<file path="config.mk">
export PLATFORM = sky130hd
export DESIGN_NAME = fixed_128_accum_flat
export DESIGN_NICKNAME = d
export VERILOG_FILES = /design/src/rtl/fixed_128_accum_if.sv /design/src/rtl/fixed_128_accum.sv /design/src/flat_wrapper.sv
export SDC_FILE = /design/constraint.sdc
export NUM_CORES = 1
export LEC_CHECK = 0
export ABC_AREA = 1
export BUFFER_PORTS_ARGS = -buffer_cell sky130_fd_sc_hd__buf_2
export CAP_MARGIN = 20
export CELL_PAD_IN_SITES_DETAIL_PLACEMENT = 0
export CELL_PAD_IN_SITES_GLOBAL_PLACEMENT = 1
export CORE_MARGIN = 2
export CORE_UTILIZATION = 43
export CTS_CLUSTER_SIZE = 40
export DETAILED_ROUTE_END_ITERATION = 10
export PLACE_DENSITY = 0.84
export SLEW_MARGIN = 0
export SYNTH_ARGS = -nofsm -noshare
export SYNTH_HDL_FRONTEND = slang
export SYNTH_SLANG_ARGS = --single-unit
export TNS_END_PERCENT = 5
</file>
<file path="constraint.sdc">
create_clock -name clk -period 4.35 [get_ports clk]
set_clock_uncertainty 0.1 [all_clocks]
set_input_delay 0.435 -clock clk [delete_from_list [all_inputs] [get_ports clk]]
set_output_delay 0.435 -clock clk [all_outputs]
set_load 0.01 [all_outputs]
</file>
<file path="src/rtl/fixed_128_accum_if.sv">
// rtl/fixed_128_accum_if.sv - operand/result stream bundle for the 128-bit saturating accumulator
interface fixed_128_accum_if;
    logic         start;
    logic         in_valid;
    logic         in_ready;
    logic [127:0] in_data;
    logic         out_valid;
    logic         out_ready;
    logic [127:0] out_sum;
    logic         overflow;
    logic         underflow_q;
    logic         busy;

    modport slave (
        input  start, in_valid, in_data, out_ready,
        output in_ready, out_valid, out_sum, overflow, underflow_q, busy
    );

    modport master (
        output start, in_valid, in_data, out_ready,
        input  in_ready, out_valid, out_sum, overflow, underflow_q, busy
    );
endinterface

</file>
<file path="src/rtl/fixed_128_accum.sv">
// rtl/fixed_128_accum.sv - burst accumulator of signed Q120.8 operands, saturation under FIXED_ACC_SATURATE_EN
module fixed_128_accum #(
    parameter int N_SAMPLES = 16,
    parameter int CNT_W     = 16
) (
    input  logic               clk,
    input  logic               rst_n,
    fixed_128_accum_if.slave   bus
);

    typedef enum logic [1:0] {
        IDLE = 2'd0,
        ACC  = 2'd1,
        DONE = 2'd2
    } state_t;

    localparam logic [CNT_W-1:0] LAST_CNT = CNT_W'(N_SAMPLES - 1);

    state_t       state_q, state_d;
    logic [127:0] acc_q, acc_d;
    logic [CNT_W-1:0] cnt_q;
    logic         ovf_q, unf_q;

    logic [127:0] raw;
    logic         ovf, unf;
    logic         beat;
    logic         in_ready_c;

    // Accepted operand: in_ready is a pure state decode, so this is the only in_valid gating.
    assign beat = bus.in_valid & in_ready_c;

    // Wrap-around sum plus sign-based overflow/underflow detection, and the next acc value.
    always_comb begin
        raw = acc_q + bus.in_data;
        ovf = ~acc_q[127] & ~bus.in_data[127] &  raw[127];
        unf =  acc_q[127] &  bus.in_data[127] & ~raw[127];
`ifdef FIXED_ACC_SATURATE_EN
        if (ovf) begin
            acc_d = {1'b0, {127{1'b1}}};
        end else if (unf) begin
            acc_d = {1'b1, {127{1'b0}}};
        end else begin
            acc_d = raw;
        end
`else
        acc_d = raw;
`endif
    end

    // State register.
    always_ff @(posedge clk or negedge rst_n) begin
        if (!rst_n) begin
            state_q <= IDLE;
        end else begin
            state_q <= state_d;
        end
    end

    // Next-state decode; start only matters in IDLE, in_valid only in ACC.
    always_comb begin
        state_d = state_q;
        case (state_q)
            IDLE: if (bus.start) state_d = ACC;
            ACC:  if (beat && (cnt_q == LAST_CNT)) state_d = DONE;
            DONE: if (bus.out_ready) state_d = IDLE;
            default: state_d = IDLE;
        endcase
    end

    // Handshake outputs depend on state alone.
    always_comb begin
        in_ready_c    = (state_q == ACC);
        bus.in_ready  = in_ready_c;
        bus.out_valid = (state_q == DONE);
        bus.busy      = (state_q != IDLE);
    end

    // Accumulator, beat counter and sticky flags; cleared on burst start, frozen outside ACC beats.
    always_ff @(posedge clk or negedge rst_n) begin
        if (!rst_n) begin
            acc_q <= '0;
            cnt_q <= '0;
            ovf_q <= 1'b0;
            unf_q <= 1'b0;
        end else if ((state_q == IDLE) && bus.start) begin
            acc_q <= '0;
            cnt_q <= '0;
            ovf_q <= 1'b0;
            unf_q <= 1'b0;
        end else if (beat) begin
            acc_q <= acc_d;
            cnt_q <= cnt_q + 1'b1;
            ovf_q <= ovf_q | ovf;
            unf_q <= unf_q | unf;
        end
    end

    assign bus.out_sum     = acc_q;
    assign bus.overflow    = ovf_q;
    assign bus.underflow_q = unf_q;

endmodule

</file>
<file path="src/flat_wrapper.sv">
// flat-port wrapper written by rule: the top's interface ports become plain ports
module fixed_128_accum_flat 
#(
    parameter int N_SAMPLES = 16,
    parameter int CNT_W     = 16
)
  (clk, rst_n, bus_start, bus_in_valid, bus_in_data, bus_out_ready, bus_in_ready, bus_out_valid, bus_out_sum, bus_overflow, bus_underflow_q, bus_busy);
  fixed_128_accum_if bus_i ();
  input  logic clk;
  input  logic rst_n;
  input wire logic [$bits(bus_i.start)-1:0] bus_start;
  input wire logic [$bits(bus_i.in_valid)-1:0] bus_in_valid;
  input wire logic [$bits(bus_i.in_data)-1:0] bus_in_data;
  input wire logic [$bits(bus_i.out_ready)-1:0] bus_out_ready;
  output wire logic [$bits(bus_i.in_ready)-1:0] bus_in_ready;
  output wire logic [$bits(bus_i.out_valid)-1:0] bus_out_valid;
  output wire logic [$bits(bus_i.out_sum)-1:0] bus_out_sum;
  output wire logic [$bits(bus_i.overflow)-1:0] bus_overflow;
  output wire logic [$bits(bus_i.underflow_q)-1:0] bus_underflow_q;
  output wire logic [$bits(bus_i.busy)-1:0] bus_busy;
  assign bus_i.start = bus_start;
  assign bus_i.in_valid = bus_in_valid;
  assign bus_i.in_data = bus_in_data;
  assign bus_i.out_ready = bus_out_ready;
  assign bus_in_ready = bus_i.in_ready;
  assign bus_out_valid = bus_i.out_valid;
  assign bus_out_sum = bus_i.out_sum;
  assign bus_overflow = bus_i.overflow;
  assign bus_underflow_q = bus_i.underflow_q;
  assign bus_busy = bus_i.busy;
  fixed_128_accum #(.N_SAMPLES(N_SAMPLES), .CNT_W(CNT_W)) u_core (.clk(clk), .rst_n(rst_n), .bus(bus_i));
endmodule
</file>
==> run metrics, run 1 <==
setup bufs post-CTS 0; deepest clock path buffer count 2; status completed; Simple-Gate Fraction of Synth Area 42.2%; Pwr Density 787 nW/um2; all-layer global routing usage 38.8%; area of the multi-input gates 11900 um2; vias post-DR 21676; Yosys reg bits 148; Die ar. 43100 um2; Slew Limit Fails 0; Mapped Cells 3182; WHS 0.160 ns; area share of the largest cell type after synthesis 23.7%; Synth area leader nand2_1; Leakage 11.0 nW; largest net degree at the start of global routing 84; I/O pin count 266; CTS sink cnt 148; Net Count, Synth 3446; CP Cell Sequence ha_1 -> a21oi_1 -> o21ai_0 -> a21oi_1 -> nand2_1 -> a21oi_1 -> nand2_2 -> o21ai_0 -> nand2_1; Remaining DRCs 0; storage element area 3700 um2; Total Neg Setup Slack 0 ns; max cap viols 0; detailed-route wire length per cell 21.2 um; asr flop ratio synth 100%; Chip Height 208 um; Worst setup SP type flop; commonest non-fill, non-tap cell in the layout nand2_1; CP max stage delay 0.92 ns; vias per cell 5.43; Area Overhead vs Synth 14.8%; critical path endpoint category flop; vias in the first global route 20745; Die Width 208 um; NumNets Final 3713; minimum clock period 3.52 ns; actual slew at the worst max-slew pin 1.14 ns; WS Path Type flop to flop; Syn Area/Cell 5.60 um2; CTS tree built; slowest CP cell o21ai_0; drt pass-1 iters 5; Iteration-0 DRC Markers 2190; H-tree depth 4; Hold-fix buffers, CTS 2; synth warn 0; Post-synth EDFFs 0; Fillers 4486; initial antenna violation count 0; maximum operating frequency 284 MHz; Antenna Nets Post-Route 0; Synth Area in Adders 9.24%; Initial Util 43.6%; core area 40800 um2; post-detail-place hpwl 71400 um; crit-path most repeated cell a21oi_1; final period utilization 81.0%; Routed WL 84900 um; mux cell area share after synthesis 0%; Worst EP arrival 3.77 ns; post-cts sizing count 0; Hold Crit Class primary input to flop; IO Port Bufs 265; Compound-Gate Fraction of Synth Area 15.1%; Fin. Hold Viols 0; Rel. slew slack 23.2%; Rows 74; worst-skew pair later-pin latency 0.52 ns; RSZ-0062 raised after global routing no; main combinational cell family by area after synthesis simple AND/OR/NAND/NOR gates; first-pass GRT wire length 125000 um; Primary FF master, synth dfrtp_1; Crit Path Max Fanout 6; final setup fails 0; synth top area cells nand2_1 24%, dfrtp_1 21%, inv_1 11%, ha_1 9.1%, nor2_1 8.5%; register area share after synthesis 20.8%; peak supply drop 0.000428 V; Root Buffer clkbuf_16; CTS Buf Count 17; most frequent cells in the layout 1124 x nand2_1, 533 x inv_1, 405 x nor2_1, 264 x buf_2, 239 x a21oi_1; Final Util 50.1%; gpl congestion 1.06; Data required, critical path 4.59 ns; Synth cell types 48; Synth Area in XOR/XNOR 0.393%; total grt overflow 0; synthesized cell area 17800 um2; CTS clk-pin slew, worst paths 0.07 ns; layout cells sized above 1 12.2%
==> worst paths after layout <==
path	cells after the start	from	slack [ns]	to
worst max-delay path	9	u_core.bus.out_sum[62]	0.83	u_core.bus.out_sum[63]
worst min-delay path	3	bus_in_data[0]	0.16	u_core.bus.out_sum[0]
worst max register to register	9	u_core.bus.out_sum[62]	0.83	u_core.bus.out_sum[63]
worst min register to register	2	u_core.bus.out_sum[40]	0.41	u_core.bus.out_sum[40]
max in group asynchronous	3	rst_n	2.36	u_core.bus.out_sum[44]
min in group asynchronous	2	rst_n	0.47	u_core.bus.out_sum[23]
==> metal layers <==
| layer | share of wire, % | vias to the layer above | track usage, % | wire length, um |
|---|---|---|---|---|
| met5 | 0 | - | 0 | 0 |
| met4 | 4.7 | 0 | 18.0 | 3970 |
| met3 | 8.3 | 169 | 6.91 | 7030 |
| met2 | 44 | 975 | 61.8 | 37700 |
| met1 | 43 | 10062 | 51.0 | 36100 |
| li1 | - | 10470 | - | - |
==> logic make-up (layout without fill, tap and decap cells) <==
family	after synthesis	count (layout)
AND/OR/NAND/NOR	1818	1818
buffers and inverters	582	862
AO/OA/AOI/OAI	495	495
flip-flops	148	148
adder cells (fa/ha/maj)	131	131
XOR/XNOR	8	8
other	0	1
==> sequential cells by signal, summed over array words and instances, names as in the netlist <==
name / flops
u_core.bus.underflow_q: 1
u_core.state_q: 2
u_core.bus.overflow: 1
u_core.bus.out_sum: 128
u_core.cnt_q: 16
==> cell type report <==
cell class | instances | area share, %
flip-flops and latches | 148 | 18.1
repair buffers | 278 | 7.20
well taps | 532 | 3.26
multi-input cells | 2452 | 58.3
clock buffers | 17 | 2.08
clock inverters | 15 | 0.893
diodes | 1 | 0.0122
inverters | 552 | 10.1
==> cells in the mapped netlist (16+ instances only) <==
library cell	count
nand2_1	1124
inv_1	535
nor2_1	405
a21oi_1	239
o21ai_0	155
dfrtp_1	148
ha_1	130
nand3_1	128
o21bai_1	37
nand2_2	33
nor2_2	32
nand3b_1	25
o21ai_1	25
nor3_1	23
clkbuf_1	16
==> critical path: cells and delay by family (launching register included) <==
kind / cells / cell delay (ns)
flip-flops: 1 / 0.42
AO/OA/AOI/OAI: 5 / 1.94
AND/OR/NAND/NOR: 3 / 0.47
adder cells (fa/ha/maj): 1 / 0.41
==> metrics by stage <==
step	std cells	area (um2)	total power, mW	setup slack (ns)
2_1_floorplan	3182	17800	9.65	2.04
6_report	3995	20400	16.1	0.826
3_3_place_gp	3960	19800	14.0	0.956
3_5_place_dp	3960	19800	14.1	0.981
5_1_grt	3994	20400	17.2	0.762
4_1_cts	3994	20400	15.8	0.969
==> power by group <==
group	internal [mW]	switching [mW]
registers	2.04	0.689
clock network	0.870	0.798
logic	3.49	8.20
(Power assumes the default switching activity.)
==> inputs of run 2 (changes only) <==
--- a/config.mk
+++ b/config.mk
@@ -11,10 +11,10 @@
 export CELL_PAD_IN_SITES_DETAIL_PLACEMENT = 0
 export CELL_PAD_IN_SITES_GLOBAL_PLACEMENT = 1
 export CORE_MARGIN = 2
-export CORE_UTILIZATION = 43
+export CORE_UTILIZATION = 40
 export CTS_CLUSTER_SIZE = 40
 export DETAILED_ROUTE_END_ITERATION = 10
-export PLACE_DENSITY = 0.84
+export PLACE_DENSITY = 0.79
 export SLEW_MARGIN = 0
 export SYNTH_ARGS = -nofsm -noshare
 export SYNTH_HDL_FRONTEND = slang
==> constraint.sdc (replaced) <==
create_clock -name clk -period 3.4 [get_ports clk]
set_clock_uncertainty 0.1 [all_clocks]
set_input_delay 0.34 -clock clk [delete_from_list [all_inputs] [get_ports clk]]
set_output_delay 0.34 -clock clk [all_outputs]
set_load 0.01 [all_outputs]
==> run metrics, run 2 (same netlist as run 1, synthesis figures left out) <==
status completed; crit-path most repeated cell nand2_2; actual slew at the worst max-slew pin 0.876 ns (-0.264 ns); H-tree depth 4 (unchanged); CP Cell Sequence ha_1 -> nand2_1 -> inv_1 -> a21oi_2 -> nand2_1 -> nand2_1 -> nand2_2 -> nand2_2 -> nand2_2 -> nand2_2 -> nand2_2 -> o21ai_0 -> nand2_1; largest net degree at the start of global routing 62 (-26%); ANT cells 0 (-1); Total Neg Setup Slack 0 ns (unchanged); Crit Path Max Fanout 5 (-1); final instance area 21000 um2 (+2.6%); worst min-delay path startpoint bus_in_data[0]; max reg flops 128 (unchanged); Fillers 4911 (+9.5%); I/O pin count 266 (unchanged); minimum clock period 3.19 ns (-0.334 ns); setup bufs post-CTS 0 (unchanged); CP max stage delay 0.73 ns (-0.19 ns); maximum operating frequency 314 MHz (+10%); Post-DP Area 20400 um2 (+2.7%); Remaining DRCs 0 (unchanged); Worst EP arrival 3.45 ns (-0.32 ns); Iteration-0 DRC Markers 2142 (-2.2%); max cap viols 0 (unchanged); Die ar. 46200 um2 (+7.4%); Chip Height 215 um (+3.6%); Antenna Nets Post-Route 0 (unchanged); slowest CP cell o21ai_0; vias per cell 5.31 (-2.2%); RSZ-0062 raised after global routing no; core area 44100 um2 (+8.1%); layout cells sized above 1 13.5% (+1.3 points); Hold-fix buffers, CTS 2 (unchanged); peak supply drop 0.000484 V (+13%); post-cts sizing count 0 (unchanged); Place WS 0.239 ns (-0.742 ns); Pwr Density 1010 nW/um2 (+28%); Area Overhead vs Synth 17.8%; final period utilization 93.8% (+13 points); CTS clk-pin slew, worst paths 0.08 ns (about the same); Buf/Inv on CP 1 (+1); hold worst-path end u_core.bus.out_sum[0]; total chip power 21.2 mW (+32%); setup slack after layout 0.210 ns (-0.616 ns); Initial Util 40.4% (-3.3 points); reg-to-reg slack, setup 0.21 ns (-0.62 ns); Routed WL 88600 um (+4.4%); all-layer global routing usage 37.9% (-0.83 points); NumNets Final 3766 (+1.4%); Die Width 215 um (+3.6%); critical path endpoint category flop; M1 WL 37300 um (+3.3%); Rows 77 (+4.1%); detailed-route wire length per cell 21.6 um (+1.6%); CTS Buf Count 17 (unchanged); Slew Limit Fails 0 (unchanged); Root Buffer clkbuf_16; storage element area 3700 um2 (unchanged); total grt overflow 0 (unchanged); WS Path Type flop to flop; deepest clock path buffer count 2 (unchanged); area of the multi-input gates 11900 um2 (unchanged); final setup fails 0 (unchanged); WHS Path Cells 3 (unchanged); Rel. slew slack 41.0% (+18 points); met2 WL 40000 um (+6.1%); commonest non-fill, non-tap cell in the layout nand2_1; CTS tree built; highest metal used met4; drt pass-1 iters 6 (+1); CP top delay family simple AND/OR/NAND/NOR gates; first-pass GRT wire length 130000 um (+4.1%); post-detail-place hpwl 74700 um (+4.7%); worst-skew pair later-pin latency 0.52 ns (about the same); vias in the first global route 20994 (+1.2%); met3 wire len 7240 um (+3.0%); reg-to-reg startpoint u_core.bus.out_sum[5]; Data required, critical path 3.66 ns (-0.93 ns); length in cells of the worst reg-to-reg path 13 (+4); CTS sink cnt 148 (unchanged); most frequent cells in the layout 1124 x nand2_1, 533 x inv_1, 405 x nor2_1, 264 x buf_2, 239 x a21oi_1; Worst setup SP type flop; Leakage 11.3 nW (+2.5%); Hold Crit Class primary input to flop; IO Port Bufs 265 (unchanged); gpl congestion 1.02 (-3.6%); vias post-DR 21801 (+0.58%); initial antenna violation count 2 (+2); Fin. Hold Viols 0 (unchanged); reg-to-reg endpoint u_core.bus.out_sum[63]
-- run 2: cell types whose count changed in the layout (fill, tap and decap cells not counted), sizes merged --
cell | before | now
inv | 559 | 558
clkinv | 5 | 9
bufinv | 2 | 0
diode | 1 | 0
buf | 276 | 329
clkinvlp | 1 | 0
-- run 2: worst max path at each step --
stage,endpoint,cells past startpoint,startpoint,slack [ns]
CTS,u_core.bus.out_sum[92],17,u_core.bus.out_sum[0],0.27
floorplan,u_core.bus.out_sum[124],17,u_core.bus.out_sum[0],1.09
detailed placement,u_core.bus.out_sum[92],18,bus_in_data[0],0.24
global placement,u_core.bus.out_sum[124],12,bus_in_data[89],0.21
finish,u_core.bus.out_sum[63],13,u_core.bus.out_sum[5],0.21
global route,u_core.bus.out_sum[92],17,u_core.bus.out_sum[0],0.007
-- run 2: where the power goes --
part | total (mW) | internal, mW | switching [mW]
clock network | 2.10 | 0.995 | 1.11
registers | 3.43 | 2.61 | 0.821
logic | 15.7 | 4.82 | 10.8
-- run 2: final cells by class --
cell class / count / area share, %
Clock buffer: 17 / 2.03
Tap cell: 592 / 3.53
Clock inverter: 15 / 0.865
Multi-Input combinational cell: 2452 / 56.8
Inverter: 552 / 9.89
Sequential cell: 148 / 17.7
Timing Repair Buffer: 331 / 9.21
-- run 2: worst register-to-register path: stages, from the launching register on --
cell and delay (ns):
dfrtp_1 0.42, ha_1 0.37, nand2_1 0.18, inv_1 0.08
a21oi_2 0.22, nand2_1 0.17, nand2_1 0.11, nand2_2 0.10
nand2_2 0.08, nand2_2 0.14, nand2_2 0.10, nand2_2 0.13
o21ai_0 0.73, nand2_1 0.10
-- run 2: per-layer routing --
metal / track usage [%] / vias up
met5: 0 / -
met4: 16.3 / 0
met3: 7.35 / 174
met2: 61.7 / 952
met1: 49.0 / 10075
li1: - / 10600
-- run 2: per-stage QoR --
step	std cells	hold WS [ns]	util [%]
global placement	4073	0.290	46.1
floorplan	3182	-0.0556	-
finish	4107	0.0736	47.6
global route	4107	0.0882	47.6
CTS	4107	0.0496	47.6
detailed placement	4073	0.290	46.1
==> inputs of run 3 (changes only) <==
--- a/config.mk
+++ b/config.mk
@@ -8,13 +8,11 @@
 export ABC_AREA = 1
 export BUFFER_PORTS_ARGS = -buffer_cell sky130_fd_sc_hd__buf_2
 export CAP_MARGIN = 20
-export CELL_PAD_IN_SITES_DETAIL_PLACEMENT = 0
-export CELL_PAD_IN_SITES_GLOBAL_PLACEMENT = 1
 export CORE_MARGIN = 2
-export CORE_UTILIZATION = 40
+export CORE_UTILIZATION = 60
 export CTS_CLUSTER_SIZE = 40
 export DETAILED_ROUTE_END_ITERATION = 10
-export PLACE_DENSITY = 0.79
+export PLACE_DENSITY = 0.92
 export SLEW_MARGIN = 0
 export SYNTH_ARGS = -nofsm -noshare
 export SYNTH_HDL_FRONTEND = slang
==> run metrics, run 3 (same netlist as run 1, synthesis figures left out) <==
CTS Buf Count 17 (unchanged); total grt overflow 0 (unchanged); Pwr Density 1010 nW/um2 (-0.35%); layout cells sized above 1 12.9% (-0.62 points); vias post-DR 22473 (+3.1%); RSZ-0062 raised after global routing no; length in cells of the worst reg-to-reg path 11 (-2); max cap viols 0 (unchanged); Rows 63 (-18%); Post-DP Area 19900 um2 (-2.4%); setup slack after layout 0.319 ns (+0.109 ns); Antenna Nets Post-Route 0 (unchanged); WS Path Type flop to flop; status completed; CTS sink cnt 148 (unchanged); M1 GR Usage 62.5% (+13 points); critical path endpoint category flop; WHS Path Cells 3 (unchanged); Die ar. 31100 um2 (-33%); Root Buffer clkbuf_16; Place WS 0.523 ns (+0.284 ns); core area 29400 um2 (-33%); detailed-route wire length per cell 19.7 um (-8.6%); Rel. slew slack 50.9% (+9.9 points); minimum clock period 3.08 ns (-0.109 ns); final instance area 20500 um2 (-2.3%); largest net degree at the start of global routing 71 (+15%); Fin. Hold Viols 0 (unchanged); CTS clk-pin slew, worst paths 0.08 ns (about the same); H-tree depth 4 (unchanged); vias per cell 5.79 (+9.1%); actual slew at the worst max-slew pin 0.737 ns (-0.139 ns); max reg flops 128 (unchanged); busiest grt layer met2; most frequent cells in the layout 1124 x nand2_1, 533 x inv_1, 405 x nor2_1, 264 x buf_2, 239 x a21oi_1; vias in the first global route 20381 (-2.9%); Hold Crit Class primary input to flop; deepest clock path buffer count 2 (unchanged); NumNets Final 3741 (-0.66%); initial antenna violation count 2 (unchanged); post-detail-place hpwl 63600 um (-15%); Worst EP arrival 3.33 ns (-0.12 ns); Worst setup SP type flop; maximum operating frequency 325 MHz (+3.5%); ANT cells 0 (unchanged); first-pass GRT wire length 113000 um (-13%); Iteration-0 DRC Markers 2827 (+32%); all-layer global routing usage 48.2% (+10 points); Slew Limit Fails 0 (unchanged); Leakage 11.1 nW (-1.2%); final setup fails 0 (unchanged); Remaining DRCs 0 (unchanged); commonest non-fill, non-tap cell in the layout nand2_1; Die Width 176 um (-18%); drt pass-1 iters 8 (+2); CTS tree built; GR Util met3 17.1% (+9.8 points); IO Port Bufs 265 (unchanged); Crit Path Max Fanout 5 (unchanged); Final Util 69.7% (+22 points); M2 GR Usage 70.3% (+8.7 points); I/O pin count 266 (unchanged); Total Neg Setup Slack 0 ns (unchanged); Chip Height 176 um (-18%); Routed WL 76500 um (-14%); worst-skew pair later-pin latency 0.46 ns (-0.06 ns); final period utilization 90.6% (-3.2 points); peak supply drop 0.000596 V (+23%); Data required, critical path 3.65 ns (about the same); Initial Util 60.6% (+20 points); gpl congestion 1.21 (+19%); Area Overhead vs Synth 15.1%
## run 3: cell types whose count changed in the layout (fill, tap and decap cells not counted), moves of 2 or more
cell / change
buf_4: -21
buf_12: -4
clkinv_2: +2
clkinv_4: -2
inv_6: +2
## run 3: report_power, final
group	total (mW)	switching [mW]	internal (mW)
combinational	15.1	10.4	4.67
clock	2.10	1.03	1.07
sequential	3.44	0.831	2.61
## run 3: repair_timing
item / CTS / global route
hold buffers: 2 / 0
endpoints found under the setup margin: 0 / 0
buffers inserted: 0 / 0
hold endpoints to repair: 68 / 0
gates resized for setup: 0 / 0
## run 3: path summary, 6_finish.rpt
| path | slack (ns) | startpoint | endpoint |
|---|---|---|---|
| max | 0.32 | u_core.bus.out_sum[86] | u_core.bus.out_sum[119] |
| min | 0.13 | bus_in_data[0] | u_core.bus.out_sum[0] |
| max reg2reg | 0.32 | u_core.bus.out_sum[86] | u_core.bus.out_sum[119] |
| min reg2reg | 0.41 | u_core.bus.out_sum[119] | u_core.bus.out_sum[119] |
| max in group asynchronous | 2.04 | rst_n | u_core.bus.out_sum[92] |
| min in group asynchronous | 0.40 | rst_n | u_core.cnt_q[11] |
## run 3: final cells by class
| type | instances | area [um2] |
|---|---|---|
| Clock buffer | 17 | 425 |
| Sequential cell | 148 | 3700 |
| Multi-Input combinational cell | 2452 | 11900 |
| Clock inverter | 15 | 189 |
| Timing Repair Buffer | 306 | 1700 |
| Inverter | 552 | 2070 |
| Tap cell | 390 | 488 |
| Fill cell | 2767 | 8900 |
## run 3: metal layers
metal	vias up	part of all wire [%]	wire length, um
li1	10534	-	-
met1	9977	39	29700
met2	1680	40	30700
met3	280	15	11500
met4	2	6.1	4660
met5	-	0.021	16
## run 3: through the flow
| stage | std cells | hold slack [ns] | power (mW) |
|---|---|---|---|
| after floorplan | 3182 | -0.0556 | 12.4 |
| after global placement | 3846 | 0.294 | 17.5 |
| after detailed placement | 3846 | 0.307 | 17.7 |
| after CTS | 3880 | 0.126 | 19.8 |
| after global routing | 3880 | 0.140 | 21.8 |
| final | 3880 | 0.129 | 20.6 |
## run 3: critical path, cell delays in order, from the launching register on
cell	delay, ns
dfrtp_1	0.44
ha_1	0.48
a21oi_1	0.30
inv_1	0.08
nor2_1	0.10
nand2_1	0.19
nor2_1	0.44
nand2_1	0.27
a21oi_1	0.29
nand3_1	0.11
nand3_1	0.11
nand2_1	0.06
